File: src/rtl/ifetch_unit.sv
// Instruction fetch sequencer: one request/response read of instruction memory at PC,
// latches the word into IR and hands PC+4 plus a one-cycle write enable back to the PC.
module ifetch_unit #(
  parameter int unsigned TIMEOUT = 16
) (
  input  logic        clk,
  input  logic        rst,
  input  logic [31:0] PC,
  input  logic        fetch_start,
  input  logic        flush,
  output logic        mem_req,
  output logic [31:0] mem_addr,
  input  logic        mem_ready,
  input  logic        mem_rvalid,
  input  logic [31:0] mem_rdata,
  output logic [31:0] IR,
  output logic [31:0] NPC_seq,
  output logic        pc_write,
  output logic        fetch_done,
  output logic        misaligned,
  output logic        bus_err,
  output logic        busy
);

  localparam logic [2:0] S_IDLE  = 3'd0;
  localparam logic [2:0] S_REQ   = 3'd1;
  localparam logic [2:0] S_WAIT  = 3'd2;
  localparam logic [2:0] S_DRAIN = 3'd3;
  localparam logic [2:0] S_DONE  = 3'd4;

  localparam logic [7:0] TO_LAST = 8'(TIMEOUT - 32'd1);

  logic [2:0]  state_q, state_d;
  logic [31:0] fetch_addr_q, fetch_addr_d;
  logic [31:0] ir_q, ir_d;
  logic [7:0]  cnt_q, cnt_d;
  logic        misaligned_q, misaligned_d;
  logic        bus_err_q, bus_err_d;

  // Next-state decode of the fetch sequencer
  always_comb begin
    state_d      = state_q;
    fetch_addr_d = fetch_addr_q;
    ir_d         = ir_q;
    cnt_d        = cnt_q;
    misaligned_d = 1'b0;
    bus_err_d    = 1'b0;
    case (state_q)
      S_IDLE: begin
        if (fetch_start) begin
          if (PC[1:0] == 2'b00) begin
            fetch_addr_d = PC;
            state_d      = S_REQ;
          end else begin
            misaligned_d = 1'b1;
          end
        end else begin
          state_d = S_IDLE;
        end
      end
      S_REQ: begin
        // Once accepted, a flushed request still owes a response, hence DRAIN
        if (mem_ready) begin
          cnt_d   = 8'd0;
          state_d = flush ? S_DRAIN : S_WAIT;
        end else if (flush) begin
          state_d = S_IDLE;
        end else begin
          state_d = S_REQ;
        end
      end
      S_WAIT: begin
        if (mem_rvalid) begin
          if (flush) begin
            state_d = S_IDLE;
          end else begin
            ir_d    = mem_rdata;
            state_d = S_DONE;
          end
        end else if (flush) begin
          state_d = S_DRAIN;
        end else if (cnt_q == TO_LAST) begin
          bus_err_d = 1'b1;
          state_d   = S_IDLE;
        end else begin
          cnt_d = cnt_q + 8'd1;
        end
      end
      S_DRAIN: begin
        if (mem_rvalid) begin
          state_d = S_IDLE;
        end else begin
          state_d = S_DRAIN;
        end
      end
      S_DONE: begin
        state_d = S_IDLE;
      end
      default: begin
        state_d = S_IDLE;
      end
    endcase
  end

  // State and datapath registers with synchronous reset
  always_ff @(posedge clk) begin
    if (rst) begin
      state_q      <= S_IDLE;
      fetch_addr_q <= 32'h0000_0000;
      ir_q         <= 32'h0000_0000;
      cnt_q        <= 8'd0;
      misaligned_q <= 1'b0;
      bus_err_q    <= 1'b0;
    end else begin
      state_q      <= state_d;
      fetch_addr_q <= fetch_addr_d;
      ir_q         <= ir_d;
      cnt_q        <= cnt_d;
      misaligned_q <= misaligned_d;
      bus_err_q    <= bus_err_d;
    end
  end

  assign mem_req    = (state_q == S_REQ);
  assign mem_addr   = fetch_addr_q;
  assign IR         = ir_q;
  assign NPC_seq    = fetch_addr_q + 32'd4;
  assign pc_write   = (state_q == S_DONE);
  assign fetch_done = (state_q == S_DONE);
  assign misaligned = misaligned_q;
  assign bus_err    = bus_err_q;
  assign busy       = (state_q != S_IDLE);

endmodule

File: config.mk
export PLATFORM = sky130hd
export DESIGN_NAME = ifetch_unit
export DESIGN_NICKNAME = d
export VERILOG_FILES = /design/src/rtl/ifetch_unit.sv
export SDC_FILE = /design/constraint.sdc
export NUM_CORES = 1
export LEC_CHECK = 0
export ABC_AREA = 1
export BUFFER_PORTS_ARGS = -buffer_cell sky130_fd_sc_hd__buf_2
export CAP_MARGIN = 20
export CORE_UTILIZATION = 40
export CTS_CLUSTER_SIZE = 10
export DETAILED_ROUTE_END_ITERATION = 12
export PLACE_DENSITY = 0.78
export SKIP_CTS_REPAIR_TIMING = 1
export SYNTH_ARGS = -nofsm -noshare
export SYNTH_HDL_FRONTEND = slang
export SYNTH_SLANG_ARGS = --single-unit
export TNS_END_PERCENT = 20
File: constraint.sdc
create_clock -name clk -period 2.25 [get_ports clk]
set_input_delay 0.45 -clock clk [delete_from_list [all_inputs] [get_ports clk]]
set_output_delay 0.45 -clock clk [all_outputs]
set_load 0.02 [all_outputs]
==> impl_metrics.tcl <==
set metrics [dict create \
    placed_cell_area_mm2 0.00458 \
    initial_utilization_pct 41.6 \
    layout_common_cells "buf_2 (167), nor2_1 (128), nand2_1 (82)" \
    finalMaxSlewViolations 0 \
    async_flop_share_pct 0 \
    antenna_found_initial 2 \
    hpwl_mm 8.08 \
    syn_inst 527 \
    drive_gt1_share_pct 38.7 \
    seq_power_share_pct 50.7 \
    cts_tree "built" \
    grt_pass1_wl_mm 17.1 \
    overflow 0 \
    clock_path_buffers 2 \
    clkPwrFrac_pct 34.7 \
    cap_viol_max_count 0 \
    power_frac_comb_pct 14.6 \
    cts_buffers 9 \
    grt_max_degree 42 \
    fin_ws_ps 1.87 \
    hp-class "input port to register" \
    grt_usage_pct 22.0 \
    powerDensity_mw_per_mm2 572 \
    clock_latency_ps 350 \
    fin_nets 773 \
    dp_slack_ps 215 \
    leakage_nw 2.48 \
    swShare_pct 30.8 \
    finalWirelength_mm 11.0 \
    critical_path.max_fanout 4 \
    viasPerCell 5.01 \
    layout_commonest_cell "buf_2" \
    ir_drop_mv 0.283 \
    synth_area_mm2 0.00365 \
    rsz0062_at_grt "true" \
    ant_nets 0 \
    synth-edff-count 0 \
    slew_headroom_pct 64.7 \
    final_util_pct 57.4 \
    fin_worst_skew_ps 11.2 \
    hold_violations 0 \
    final_cell_area_mm2 0.00503 \
    synth_flop_cell "dfxtp_1" \
    path_clk_slew_ps 100 \
    ys.warnings.count 0 \
    via_count 4086 \
    ys_ff_latch 77 \
    floorplan.die_area_mm2 0.00950 \
    place.gp.congestion 0.945 \
    io_pins 172 \
    rows 34 \
    core_area_mm2 0.00876 \
    die_height_um 97.5 \
    n_fill_cell 817 \
    synth_nets 599 \
    htreeDepth 3 \
    min_period_over_period_pct 99.9 \
    setup_viol 0 \
    switchingPower_mw 0.887 \
    start_kind "register" \
    power.internal_mw 1.99 \
    max_freq_mhz 445 \
    drtPass1Iterations 4 \
    critPathArrivalTime_ps 1800 \
    status "completed" \
    die_x_um 97.5 \
    required_ps 1800 \
    drc_errors 0 \
    yosysUniqueCellTypes 31 \
    tightest_slew_ps 529 \
    fin_crit_ps 2250 \
    cp-end-kind "primary output" \
    drt_iter0_markers 181 \
    worst-setup-path-type "register to primary output" \
    portBuffers 171 \
    seq_area_frac_synth_pct 42.3 \
    grt_pass1_vias 3784 \
    wl_per_cell_um 13.4 \
    cts.sink_count 77 \
    avgSynthCellArea_um2 6.92 \
    area_delta_synth_final_pct 37.9 \
    cts_root_buffer "clkbuf_8" \
]
-- power groups by stage --
stage	Combinational [mW]	Sequential (mW)	Clock, mW
final	0.420	1.46	0.998
after global routing	0.458	1.47	1.10
after CTS	0.406	1.45	1.04
after detailed placement	0.404	1.49	0
after global placement	0.402	1.48	0
after floorplan	0.192	1.52	0
-- registers in the layout, summed over array words and instances, names as in the netlist --
register,cells
bus_err,1
mem_addr,32
cnt_q,8
state_q,3
IR,32
misaligned,1
-- worst max-delay path: stages (launching register included) --
cell,delay (ps)
dfxtp_2,380
ha_4,160
nand2_2,50
inv_2,80
nand2_4,70
nor2_4,190
nand2_2,100
nor2_2,120
xor2_1,150
buf_4,160
-- layer usage --
| layer | GRT usage [%] | share of wire (%) | vias up |
|---|---|---|---|
| li1 | - | - | 2038 |
| met1 | 26.5 | 40 | 1813 |
| met5 | 0 | 0 | - |
| met4 | 9.05 | 2.4 | 0 |
| met3 | 5.83 | 9.6 | 25 |
| met2 | 37.1 | 48 | 210 |
-- logic make-up (layout without fill, tap and decap cells) --
logic type / after synthesis / after routing / synth area share, %
simple gates: 285 / 285 / 33.0
xor+xnor: 19 / 19 / 4.56
buf+inv: 56 / 235 / 7.14
other cells: 0 / 2 / 0
flops: 77 / 77 / 42.3
fa+ha+maj: 2 / 2 / 0.686
compound gates: 88 / 88 / 12.3
-- cells in the mapped netlist (all sizes together) (2+ instances only) --
library cell	number	area (um2)
inv	33	124
nor3b	2	15.0
xnor2	4	35.0
a21oi	21	105
nor2	144	553
xor2	15	131
buf	12	95.1
nor3	18	111
nand2	90	345
nand4	2	12.5
nand3b	6	45.0
o211ai	2	15.0
nand3	21	110
ha	2	25.0
o21ai	63	315
dfxtp	77	1540
clkbuf	11	41.3
-- path summary, 6_finish.rpt --
check / slack (ps) / endpoint / cells after the start / from
max: 2 / NPC_seq[18] / 9 / mem_addr[3]$_SDFFE_PP0P_
min: 320 / IR[18]$_SDFFE_PP0P_ / 3 / mem_rdata[18]
max reg2reg: 610 / mem_addr[30]$_SDFFE_PP0P_ / 5 / state_q[2]$_SDFFE_PP0P_
min reg2reg: 460 / mem_addr[0]$_SDFFE_PP0P_ / 2 / mem_addr[0]$_SDFFE_PP0P_
-- stage by stage --
stage / hold slack, ps / instances / setup TNS, ps / total power, mW
final: 316 / 816 / 0 / 2.88
after global routing: 312 / 814 / -417 / 3.03
after CTS: 297 / 809 / -1870 / 2.91
after detailed placement: 448 / 793 / 0 / 1.89
after global placement: 439 / 793 / 0 / 1.89
after floorplan: 450 / 527 / 0 / 1.72
-- area by class of cell --
class	instances	area (um2)	area share, %
Antenna cell	2	5.00	0.0995
Clock buffer	9	124	2.46
Clock inverter	7	62.6	1.24
Inverter	33	124	2.46
Multi-Input combinational cell	394	2020	40.2
Sequential cell	77	1580	31.3
Tap cell	108	135	2.69
Timing Repair Buffer	186	982	19.5
No activity file was read; power rests on OpenSTA's default activity.
